$ cat config.mk
export PLATFORM = sky130hd
export DESIGN_NAME = hazard_ctrl_mc_flat
export DESIGN_NICKNAME = d
export VERILOG_FILES = /design/src/rtl/hazard_ctrl_if.sv /design/src/rtl/hazard_ctrl_mc.sv /design/src/flat_wrapper.sv
export SDC_FILE = /design/constraint.sdc
export NUM_CORES = 1
export LEC_CHECK = 0
export CAP_MARGIN = 20
export CORE_UTILIZATION = 36
export CTS_CLUSTER_DIAMETER = 40
export DETAILED_ROUTE_END_ITERATION = 10
export GPL_ROUTABILITY_DRIVEN = 1
export PLACE_DENSITY_LB_ADDON = 0.12
export SETUP_SLACK_MARGIN = 0.15
export SLEW_MARGIN = 30
export SYNTH_ARGS = -nofsm -noshare
export SYNTH_HDL_FRONTEND = slang
export SYNTH_SLANG_ARGS = --single-unit
$ cat constraint.sdc
create_clock -name clk -period 2.2 [get_ports clk]
set_input_delay 0.33 -clock clk [delete_from_list [all_inputs] [get_ports clk]]
set_output_delay 0.33 -clock clk [all_outputs]
set_load 0.005 [all_outputs]
$ cat src/rtl/hazard_ctrl_if.sv
// Bundle of hazard-controller inputs and pipeline-control outputs. The pipeline side uses the master modport and the controller uses the slave modport.
// The perf-counter outputs exist only when HAZARD_PERF_CNT_EN is defined.
`timescale 1ns/1ps
interface hazard_ctrl_if #(
    parameter int REG_W   = 5,
    parameter int PCSRC_W = 3
);
    logic               IDEX_MemRead;
    logic [REG_W-1:0]   IDEX_Rt;
    logic [REG_W-1:0]   IFID_Rs;
    logic [REG_W-1:0]   IFID_Rt;
    logic               IFID_RsRead;
    logic               IFID_RtRead;
    logic [PCSRC_W-1:0] ID_PCSrc;
    logic [PCSRC_W-1:0] IDEX_PCSrc;
    logic               EX_need_branch;
    logic               EX_md_start;
    logic               ID_md_use;
    logic               dmem_wait;
    logic               PCWrite;
    logic               IFID_write;
    logic               IFID_flush;
    logic               IDEX_flush;
    logic               PipeFreeze;
    logic               md_busy;
`ifdef HAZARD_PERF_CNT_EN
    logic [31:0]        stall_cycles;
    logic [31:0]        flush_events;
`endif

    modport master (
        output IDEX_MemRead, IDEX_Rt, IFID_Rs, IFID_Rt, IFID_RsRead, IFID_RtRead,
        output ID_PCSrc, IDEX_PCSrc, EX_need_branch, EX_md_start, ID_md_use, dmem_wait,
        input  PCWrite, IFID_write, IFID_flush, IDEX_flush, PipeFreeze, md_busy
`ifdef HAZARD_PERF_CNT_EN
        , input stall_cycles, flush_events
`endif
    );

    modport slave (
        input  IDEX_MemRead, IDEX_Rt, IFID_Rs, IFID_Rt, IFID_RsRead, IFID_RtRead,
        input  ID_PCSrc, IDEX_PCSrc, EX_need_branch, EX_md_start, ID_md_use, dmem_wait,
        output PCWrite, IFID_write, IFID_flush, IDEX_flush, PipeFreeze, md_busy
`ifdef HAZARD_PERF_CNT_EN
        , output stall_cycles, flush_events
`endif
    );
endinterface

$ cat src/rtl/hazard_ctrl_mc.sv
// Multi-cycle hazard controller for the 5-stage MIPS pipeline. It handles load-use stalls, mul/div busy tracking, the dmem freeze, and branch/jump flushes.
// Optional macro HAZARD_PERF_CNT_EN adds the stall_cycles and flush_events counters.
`timescale 1ns/1ps
module hazard_ctrl_mc #(
    parameter int REG_W    = 5,
    parameter int PCSRC_W  = 3,
    parameter int LOAD_LAT = 1,
    parameter int MD_LAT   = 4,
    parameter int CNT_W    = 3
) (
    input  logic         clk,
    input  logic         reset,
    hazard_ctrl_if.slave hz
);
    typedef enum logic {RUN, LU_STALL} state_t;

    state_t           state_reg, state_next;
    logic [CNT_W-1:0] lu_cnt_reg, lu_cnt_next;
    logic [CNT_W-1:0] md_cnt_reg, md_cnt_next;

    logic rs_hit, rt_hit, lu_hit, md_busy_int, md_hit, br, jmp, stall;
    logic pc_write, ifid_write, ifid_flush, idex_flush, pipe_freeze;

    // $zero and operands the instruction does not read never create a dependency
    assign rs_hit = hz.IFID_RsRead && (hz.IFID_Rs != REG_W'(0)) && (hz.IFID_Rs == hz.IDEX_Rt);
    assign rt_hit = hz.IFID_RtRead && (hz.IFID_Rt != REG_W'(0)) && (hz.IFID_Rt == hz.IDEX_Rt);
    assign lu_hit = hz.IDEX_MemRead && (rs_hit || rt_hit);

    assign md_busy_int = (md_cnt_reg != '0);
    assign md_hit      = hz.ID_md_use && md_busy_int;
    assign br          = (hz.IDEX_PCSrc == PCSRC_W'(4)) && hz.EX_need_branch;
    assign jmp         = (hz.ID_PCSrc == PCSRC_W'(1)) || (hz.ID_PCSrc == PCSRC_W'(2)) ||
                         (hz.ID_PCSrc == PCSRC_W'(3)) || (hz.ID_PCSrc == PCSRC_W'(5));
    assign stall       = (state_reg == LU_STALL) || ((state_reg == RUN) && lu_hit) || md_hit;

    always_ff @(posedge clk) begin
        if (!reset) begin
            state_reg  <= RUN;
            lu_cnt_reg <= '0;
            md_cnt_reg <= '0;
        end else begin
            state_reg  <= state_next;
            lu_cnt_reg <= lu_cnt_next;
            md_cnt_reg <= md_cnt_next;
        end
    end

    always_comb begin
        state_next  = state_reg;
        lu_cnt_next = lu_cnt_reg;
        md_cnt_next = md_cnt_reg;

        // The mul/div unit keeps counting through memory freezes
        if (hz.EX_md_start)
            md_cnt_next = CNT_W'(MD_LAT);
        else if (md_busy_int)
            md_cnt_next = md_cnt_reg - CNT_W'(1);

        if (!hz.dmem_wait) begin
            if (br) begin
                state_next  = RUN;
                lu_cnt_next = '0;
            end else if (state_reg == LU_STALL) begin
                if (lu_cnt_reg <= CNT_W'(1)) begin
                    state_next  = RUN;
                    lu_cnt_next = '0;
                end else begin
                    lu_cnt_next = lu_cnt_reg - CNT_W'(1);
                end
            end else if (lu_hit && (LOAD_LAT > 1)) begin
                state_next  = LU_STALL;
                lu_cnt_next = CNT_W'(LOAD_LAT - 1);
            end
        end
    end

    always_comb begin
        pc_write    = 1'b0;
        ifid_write  = 1'b0;
        ifid_flush  = 1'b0;
        idex_flush  = 1'b0;
        pipe_freeze = 1'b0;
        if (!reset) begin
            ifid_flush = 1'b1;
            idex_flush = 1'b1;
        end else if (hz.dmem_wait) begin
            pipe_freeze = 1'b1;
        end else if (br) begin
            pc_write   = 1'b1;
            ifid_write = 1'b1;
            ifid_flush = 1'b1;
            idex_flush = 1'b1;
        end else if (stall) begin
            // A jump sitting in ID is held rather than flushed
            idex_flush = 1'b1;
        end else if (jmp) begin
            pc_write   = 1'b1;
            ifid_write = 1'b1;
            ifid_flush = 1'b1;
        end else begin
            pc_write   = 1'b1;
            ifid_write = 1'b1;
        end
    end

    assign hz.PCWrite    = pc_write;
    assign hz.IFID_write = ifid_write;
    assign hz.IFID_flush = ifid_flush;
    assign hz.IDEX_flush = idex_flush;
    assign hz.PipeFreeze = pipe_freeze;
    assign hz.md_busy    = reset && md_busy_int;

`ifdef HAZARD_PERF_CNT_EN
    logic [31:0] stall_cycles_reg, flush_events_reg;

    always_ff @(posedge clk) begin
        if (!reset) begin
            stall_cycles_reg <= '0;
            flush_events_reg <= '0;
        end else begin
            if (!pc_write && !hz.dmem_wait)
                stall_cycles_reg <= stall_cycles_reg + 32'd1;
            if (ifid_flush || idex_flush)
                flush_events_reg <= flush_events_reg + 32'd1;
        end
    end

    assign hz.stall_cycles = stall_cycles_reg;
    assign hz.flush_events = flush_events_reg;
`endif
endmodule

$ cat src/flat_wrapper.sv
// flat-port wrapper written by rule: the top's interface ports become plain ports
module hazard_ctrl_mc_flat 
#(
    parameter int REG_W    = 5,
    parameter int PCSRC_W  = 3,
    parameter int LOAD_LAT = 1,
    parameter int MD_LAT   = 4,
    parameter int CNT_W    = 3
)
  (clk, reset, hz_IDEX_MemRead, hz_IDEX_Rt, hz_IFID_Rs, hz_IFID_Rt, hz_IFID_RsRead, hz_IFID_RtRead, hz_ID_PCSrc, hz_IDEX_PCSrc, hz_EX_need_branch, hz_EX_md_start, hz_ID_md_use, hz_dmem_wait, hz_PCWrite, hz_IFID_write, hz_IFID_flush, hz_IDEX_flush, hz_PipeFreeze, hz_md_busy);
  hazard_ctrl_if #(.REG_W(REG_W), .PCSRC_W(PCSRC_W)) hz_i ();
  input  logic clk;
  input  logic reset;
  input wire logic [$bits(hz_i.IDEX_MemRead)-1:0] hz_IDEX_MemRead;
  input wire logic [$bits(hz_i.IDEX_Rt)-1:0] hz_IDEX_Rt;
  input wire logic [$bits(hz_i.IFID_Rs)-1:0] hz_IFID_Rs;
  input wire logic [$bits(hz_i.IFID_Rt)-1:0] hz_IFID_Rt;
  input wire logic [$bits(hz_i.IFID_RsRead)-1:0] hz_IFID_RsRead;
  input wire logic [$bits(hz_i.IFID_RtRead)-1:0] hz_IFID_RtRead;
  input wire logic [$bits(hz_i.ID_PCSrc)-1:0] hz_ID_PCSrc;
  input wire logic [$bits(hz_i.IDEX_PCSrc)-1:0] hz_IDEX_PCSrc;
  input wire logic [$bits(hz_i.EX_need_branch)-1:0] hz_EX_need_branch;
  input wire logic [$bits(hz_i.EX_md_start)-1:0] hz_EX_md_start;
  input wire logic [$bits(hz_i.ID_md_use)-1:0] hz_ID_md_use;
  input wire logic [$bits(hz_i.dmem_wait)-1:0] hz_dmem_wait;
  output wire logic [$bits(hz_i.PCWrite)-1:0] hz_PCWrite;
  output wire logic [$bits(hz_i.IFID_write)-1:0] hz_IFID_write;
  output wire logic [$bits(hz_i.IFID_flush)-1:0] hz_IFID_flush;
  output wire logic [$bits(hz_i.IDEX_flush)-1:0] hz_IDEX_flush;
  output wire logic [$bits(hz_i.PipeFreeze)-1:0] hz_PipeFreeze;
  output wire logic [$bits(hz_i.md_busy)-1:0] hz_md_busy;
  assign hz_i.IDEX_MemRead = hz_IDEX_MemRead;
  assign hz_i.IDEX_Rt = hz_IDEX_Rt;
  assign hz_i.IFID_Rs = hz_IFID_Rs;
  assign hz_i.IFID_Rt = hz_IFID_Rt;
  assign hz_i.IFID_RsRead = hz_IFID_RsRead;
  assign hz_i.IFID_RtRead = hz_IFID_RtRead;
  assign hz_i.ID_PCSrc = hz_ID_PCSrc;
  assign hz_i.IDEX_PCSrc = hz_IDEX_PCSrc;
  assign hz_i.EX_need_branch = hz_EX_need_branch;
  assign hz_i.EX_md_start = hz_EX_md_start;
  assign hz_i.ID_md_use = hz_ID_md_use;
  assign hz_i.dmem_wait = hz_dmem_wait;
  assign hz_PCWrite = hz_i.PCWrite;
  assign hz_IFID_write = hz_i.IFID_write;
  assign hz_IFID_flush = hz_i.IFID_flush;
  assign hz_IDEX_flush = hz_i.IDEX_flush;
  assign hz_PipeFreeze = hz_i.PipeFreeze;
  assign hz_md_busy = hz_i.md_busy;
  hazard_ctrl_mc #(.REG_W(REG_W), .PCSRC_W(PCSRC_W), .LOAD_LAT(LOAD_LAT), .MD_LAT(MD_LAT), .CNT_W(CNT_W)) u_core (.clk(clk), .reset(reset), .hz(hz_i));
endmodule
==> results.py, run 1 <==
metrics = {
    "run_status": {
        "outcome": "completed",
    },
    "floorplanning": {
        "placementRows": 14,
        "die_width_um": 42.20,
        "io_pins": 36,
        "die_h_um": 42.20,
        "initial_utilization_pct": 38.62,
        "core-area_sq_um": 1506,
        "dieArea_sq_um": 1781,
    },
    "timing": {
        "fin_setup_tns_ns": 0,
        "finClkSkew_ns": 0.001057,
        "slew_headroom_pct": 75.57,
        "setup_violations": 0,
        "hold_ws_ns": 0.4866,
        "hold_viol_final": 0,
        "tightest_slew_ns": 0.3664,
        "fin_crit_sh_pct": 92.75,
        "slew_violations": 0,
        "fin_crit_ns": 2.040,
        "setup_ws_ns": 0.1595,
        "rsz0062_at_grt": "true",
        "max_clock_freq_ghz": 0.4901,
    },
    "drt": {
        "drcViolationCount": 0,
        "drt_iter0_markers": 8,
        "wirelength_mm": 1.868,
        "first_pass_iters": 7,
        "vias_per_cell": 5.368,
        "ant_nets": 0,
        "num_vias": 730,
        "post_drt_wl_per_cell_um": 13.74,
    },
    "place": {
        "port-buffer-count": 35,
        "place_area_sq_um": 997.2,
        "gp_congestion": 0.6933,
        "dpl.hpwl_mm": 1.409,
        "dp.cells": 131,
        "post-place-ws_ns": -0.5040,
    },
    "clock_network": {
        "cts_max_path_buffers": 2,
        "cts_root_buf": "clkbuf_4",
        "cts-buffers-inserted": 3,
        "clk_latency_ns": 0.27,
        "cts_tree": "done",
        "clock-sinks": 7,
        "cts_max_level": 1,
        "cts_hold_repair.buffers": 0,
        "path_clk_slew_ns": 0.06,
    },
    "power_and_ir_drop": {
        "powerDensity_nw_per_um2": 407.1,
        "peakVddDrop_v": 0.0002506,
        "leakage_nw": 0.4485,
        "total_power_uw": 429.4,
    },
    "yosys": {
        "yosys_register_bits": 7,
        "synth.distinct_cells": 29,
        "synth_top_area_share_pct": 24.09,
        "ys_warn_count": 0,
        "synth.area.top_cells": "dfxtp_1, xnor2_1, ha_1",
        "seq_area_frac_synth_pct": 24.09,
        "synthCells": 74,
        "syn_avg_cell_area_sq_um": 7.862,
        "synth_area_leader_cell": "dfxtp_1",
        "netlist_area_sq_um": 581.8,
        "synth_nets": 108,
    },
    "min_path": {
        "hold_path_class": "reg -> reg",
    },
    "setup_path": {
        "crit_path_end": "hz_PCWrite",
        "r2r_slack_ns": 0.95,
        "path_depth": 8,
        "worstSetupPathType": "in -> out",
        "path_cells": "buf_6 -> or4_4 -> a21oi_4 -> nor3_2 -> a21oi_2 -> buf_4 -> a41o_1 -> buf_2",
        "reg2reg_depth": 5,
        "cp-start-kind": "input pin",
        "required_ns": 1.87,
        "cp.arrival_ns": 1.71,
        "critPathMaxStageDelay_ns": 0.55,
        "crit_start": "hz_IFID_Rs[0]",
        "end_kind": "output port",
        "critPathMaxFanout": 2,
        "critPathBufInv": 3,
        "timing.rr.end": "u_core.lu_cnt_reg[2]",
        "path_delay_family": "simple AND/OR/NAND/NOR gates",
        "r2r-start": "u_core.state_reg",
        "cpMaxStageDelayCell": "or4_4",
    },
    "global_route": {
        "antenna_found_initial": 0,
        "grt_usage_pct": 22.97,
        "grt_pass1_wl_mm": 3.167,
        "grt-ovfl-total": 0,
        "grt_pass1_vias": 781,
        "grt_max_degree": 6,
    },
    "final_layout": {
        "final_area_sq_um": 1055,
        "fill_cells": 128,
        "fin_cells": 136,
        "utilization_pct": 70.02,
        "syn_to_final_growth_pct": 81.29,
        "final_nets": 155,
        "n_antenna_cell": 0,
        "drive_gt1_share_pct": 28.33,
    },
    "flow_run": {
        "drv_cap": 0,
    },
}
==> final cells by class <==
cell class / instances / area, sq um / share of cell area, %
inverters: 9 / 33.78 / 3.203
multi-input cells: 57 / 475.5 / 45.08
repair buffers: 43 / 359.1 / 34.05
well taps: 16 / 20.02 / 1.898
clock buffers: 4 / 26.28 / 2.491
flip-flops and latches: 7 / 140.1 / 13.29
==> cell families after synthesis <==
family                     after synthesis  synth area share, %
adders and majority gates                4                8.602
AOI/OAI and AO/OA                       20                23.44
and+or+nand+nor                         24                23.23
DFF                                      7                24.09
buffers and inverters                   10                7.097
xor gates and xnor gates                 9                13.55
==> report_power, final <==
part | total, mW | switching, mW | internal, mW | leakage [nW]
Combinational | 0.164 | 0.0696 | 0.0940 | 0.377
Clock | 0.131 | 0.0605 | 0.0701 | 0.0150
Sequential | 0.135 | 0.00309 | 0.132 | 0.0570
==> cells in the mapped netlist <==
cell / n
inv_1: 9
dfxtp_1: 7
a21oi_1: 6
xnor2_1: 6
nor2_1: 5
ha_1: 4
nand2_1: 4
and2_1: 3
nor3_1: 3
o21ai_0: 3
xor2_1: 3
a41o_1: 2
nand3_1: 2
o21a_1: 2
a2111oi_0: 1
a21oi_2: 1
a31oi_1: 1
buf_4: 1
nand2b_1: 1
nand4bb_1: 1
nor2b_1: 1
nor3b_1: 1
nor4_1: 1
nor4_2: 1
o2111ai_1: 1
o22ai_1: 1
o31a_1: 1
o32ai_1: 1
or4_1: 1
==> worst min path at each step <==
stage | start | endpoint | depth (start not counted)
2_1_floorplan | hz_EX_md_start | u_core.md_cnt_reg[0] | 1
3_3_place_gp | u_core.state_reg | u_core.state_reg | 1
3_5_place_dp | u_core.state_reg | u_core.state_reg | 1
4_1_cts | u_core.state_reg | u_core.state_reg | 1
5_1_grt | u_core.state_reg | u_core.state_reg | 1
6_report | u_core.state_reg | u_core.state_reg | 1
==> layout by cell type, fill, tap and decap left out, types with 2 or more instances in the layout <==
cell type	n
and2_1	3
nor2_1	4
a21oi_1	4
buf_2	4
clkbuf_2	5
buf_6	2
o21ai_0	2
nand3_1	2
clkdlybuf4s50_1	14
nand2_1	4
nor3_1	2
clkbuf_4	3
xnor2_1	5
buf_4	8
inv_1	8
dlygate4sd2_1	9
dfxtp_1	7
o21a_1	2
a41o_1	2
xor2_1	2
ha_1	4
a21oi_2	2
==> what timing repair did <==
| action | in CTS | in global routing |
|---|---|---|
| pin swaps | 7 | 9 |
| setup buffers | 1 | 0 |
| gates resized for setup | 46 | 19 |
| endpoints found under the setup margin | 4 | 6 |
==> routing by layer <==
metal / wire length (um) / part of all wire [%] / track usage [%] / vias up
met5: 0 / 0 / 0 / -
met4: 54 / 2.9 / 6.875 / 0
met3: 97 / 5.2 / 3.879 / 7
met2: 1099 / 59 / 49.85 / 30
met1: 616 / 33 / 20.21 / 340
li1: - / - / - / 353
Power figures use the tool's default switching activity.
==> inputs of run 2 (changes only) <==
--- a/config.mk
+++ b/config.mk
@@ -9,8 +9,7 @@
 export CORE_UTILIZATION = 36
 export CTS_CLUSTER_DIAMETER = 40
 export DETAILED_ROUTE_END_ITERATION = 10
-export GPL_ROUTABILITY_DRIVEN = 1
-export PLACE_DENSITY_LB_ADDON = 0.12
+export PLACE_DENSITY = 0.77
 export SETUP_SLACK_MARGIN = 0.15
 export SLEW_MARGIN = 30
 export SYNTH_ARGS = -nofsm -noshare
==> run 2 against run 1 <==
  * Final area is 1.9% higher
  * Highest routed layer unchanged
  * Sequential share of layout area shrank 0.25 points
  * First-iteration DRC count grew 38%
  * Fmax grew 1.6%
  * Cell count increased by 1.5%
  * Routed wire length is 12% lower
  * Core utilization grew 1.3 points
  * Critical endpoint is now hz_IFID_write
  * Clock-buffer cell count is the same
  * Clock power down 8%
  * Clock skew up 0.0052 ns
==> results.py, run 2 (same netlist as run 1, synthesis figures left out) <==
metrics = {
    "run_status": {
        "outcome": "completed",
    },
    "setup_path": {
        "cpMostUsedCell": "a21oi_2",
        "path_cells": "buf_6 -> or4_4 -> a21oi_2 -> nor3_2 -> a21oi_2 -> buf_4 -> a41o_1 -> buf_2",
        "critPathMaxStageDelay_ns": 0.52,
        "r2r_slack_ns": 0.96,
        "end_kind": "output port",
        "reg2reg_depth": 5,
        "r2r-start": "u_core.md_cnt_reg[0]",
        "critPathMaxFanout": 2,
        "critPathBufInv": 3,
        "required_ns": 1.87,
        "cp.arrival_ns": 1.68,
        "path_delay_family": "simple AND/OR/NAND/NOR gates",
        "timing.rr.end": "u_core.md_cnt_reg[1]",
        "cpMaxStageDelayCell": "or4_4",
        "worstSetupPathType": "in -> out",
        "cp-start-kind": "input pin",
    },
    "place": {
        "place_area_sq_um": 1005,
        "port-buffer-count": 35,
        "dpl.hpwl_mm": 1.374,
        "dp.cells": 132,
        "gp_congestion": 0.8674,
    },
    "drt": {
        "num_vias": 696,
        "vias_per_cell": 5.043,
        "post_drt_wl_per_cell_um": 11.91,
        "first_pass_iters": 2,
        "drcViolationCount": 0,
        "drt_iter0_markers": 11,
        "ant_nets": 0,
        "wirelength_mm": 1.644,
    },
    "timing": {
        "max_clock_freq_ghz": 0.4978,
        "fin_crit_ns": 2.009,
        "finClkSkew_ns": 0.006280,
        "tightest_slew_ns": 0.3054,
        "slew_headroom_pct": 79.11,
        "rsz0062_at_grt": "true",
        "fin_crit_sh_pct": 91.32,
        "setup_violations": 0,
        "slew_violations": 0,
        "hold_viol_final": 0,
    },
    "floorplanning": {
        "io_pins": 36,
        "die_width_um": 42.20,
        "core-area_sq_um": 1506,
        "placementRows": 14,
        "dieArea_sq_um": 1781,
        "initial_utilization_pct": 38.62,
        "die_h_um": 42.20,
    },
    "clock_network": {
        "cts_root_buf": "clkbuf_4",
        "path_clk_slew_ns": 0.05,
        "cts_max_path_buffers": 2,
        "clk_latency_ns": 0.26,
        "clock-sinks": 7,
        "cts_max_level": 1,
        "cts_tree": "done",
        "cts_hold_repair.buffers": 0,
        "cts-buffers-inserted": 3,
    },
    "min_path": {
        "hold_depth": 2,
        "hp-start": "u_core.lu_cnt_reg[2]",
        "hold-path-endpoint": "u_core.lu_cnt_reg[2]",
        "hold_path_class": "reg -> reg",
    },
    "global_route": {
        "antenna_found_initial": 0,
        "grt_usage_pct": 21.73,
        "grt_pass1_vias": 729,
        "grt-ovfl-total": 0,
        "grt_pass1_wl_mm": 2.932,
        "grt_max_degree": 6,
    },
    "power_and_ir_drop": {
        "leakage_nw": 0.4712,
        "powerDensity_nw_per_um2": 389.9,
        "peakVddDrop_v": 0.0001819,
    },
    "final_layout": {
        "drive_gt1_share_pct": 28.69,
        "final_cell_mix": "clkdlybuf4s50_1, buf_4, inv_1, dlygate4sd2_1, dfxtp_1",
        "n_antenna_cell": 0,
        "fin_cells": 138,
        "mostFrequentLayoutCell": "clkdlybuf4s50_1",
        "utilization_pct": 71.35,
        "final_nets": 157,
        "final_area_sq_um": 1075,
        "syn_to_final_growth_pct": 84.73,
    },
    "flow_run": {
        "drv_cap": 0,
    },
}
## run 2: what timing repair did
action,CTS,global route
pin swaps,9,9
hold endpoints to repair,0,0
setup endpoints to repair,4,6
gates resized for setup,45,12
setup buffers,1,1
## run 2: how the worst max path moves through the flow
| stage | startpoint | to | slack, ns | cells after the start |
|---|---|---|---|---|
| finish | hz_IFID_Rs[3] | hz_IFID_write | 0.19 | 8 |
| global route | hz_IFID_Rs[3] | hz_IFID_write | 0.11 | 8 |
| CTS | hz_IFID_Rs[3] | hz_IFID_write | 0.16 | 8 |
| detailed placement | hz_IFID_Rs[1] | hz_IFID_write | -0.51 | 7 |
| global placement | hz_IFID_Rs[1] | hz_IFID_write | -0.46 | 7 |
| floorplan | hz_IFID_Rs[1] | hz_PCWrite | 0.39 | 6 |
## run 2: area by class of cell
type                            instances  area [sq um]
Timing Repair Buffer                   45         389.1
Multi-Input combinational cell         57         465.4
Inverter                                9         33.78
Clock buffer                            4         26.28
Tap cell                               16         20.02
Fill cell                             133         431.7
Sequential cell                         7         140.1
## run 2: metrics by stage
step                setup slack (ns)  hold WS, ns  total power, mW  setup TNS, ns
finish                        0.1910       0.4736           0.4191              0
detailed placement           -0.5130       0.4662           0.2968         -1.949
global placement             -0.4565       0.4505           0.2936         -1.759
global route                  0.1149       0.5228           0.4485              0
floorplan                     0.3887       0.4074           0.1988              0
CTS                           0.1553       0.4765           0.4148              0
## run 2: power by group
part	total, mW	switching (mW)	leakage (nW)	internal (mW)
sequential	0.135	0.00305	0.0570	0.132
clock	0.121	0.0519	0.0150	0.0695
combinational	0.162	0.0647	0.399	0.0976
total	0.419	0.120	0.471	0.299
## run 2: worst register-to-register path: cells and delay by family (launching register included)
kind / cells / cell delay (ns)
flip-flops: 1 / 0.34
AO/OA/AOI/OAI: 1 / 0.33
adder cells (fa/ha/maj): 1 / 0.24
AND/OR/NAND/NOR: 2 / 0.16
buffers and inverters: 1 / 0.07
## run 2: metal layers
layer | vias to the layer above | track usage (%) | wire length [um]
met4 | 0 | 9.375 | 34
met1 | 311 | 24.20 | 722
li1 | 361 | - | -
met5 | - | 0 | 0
met3 | 4 | 5.603 | 85
met2 | 20 | 38.46 | 802
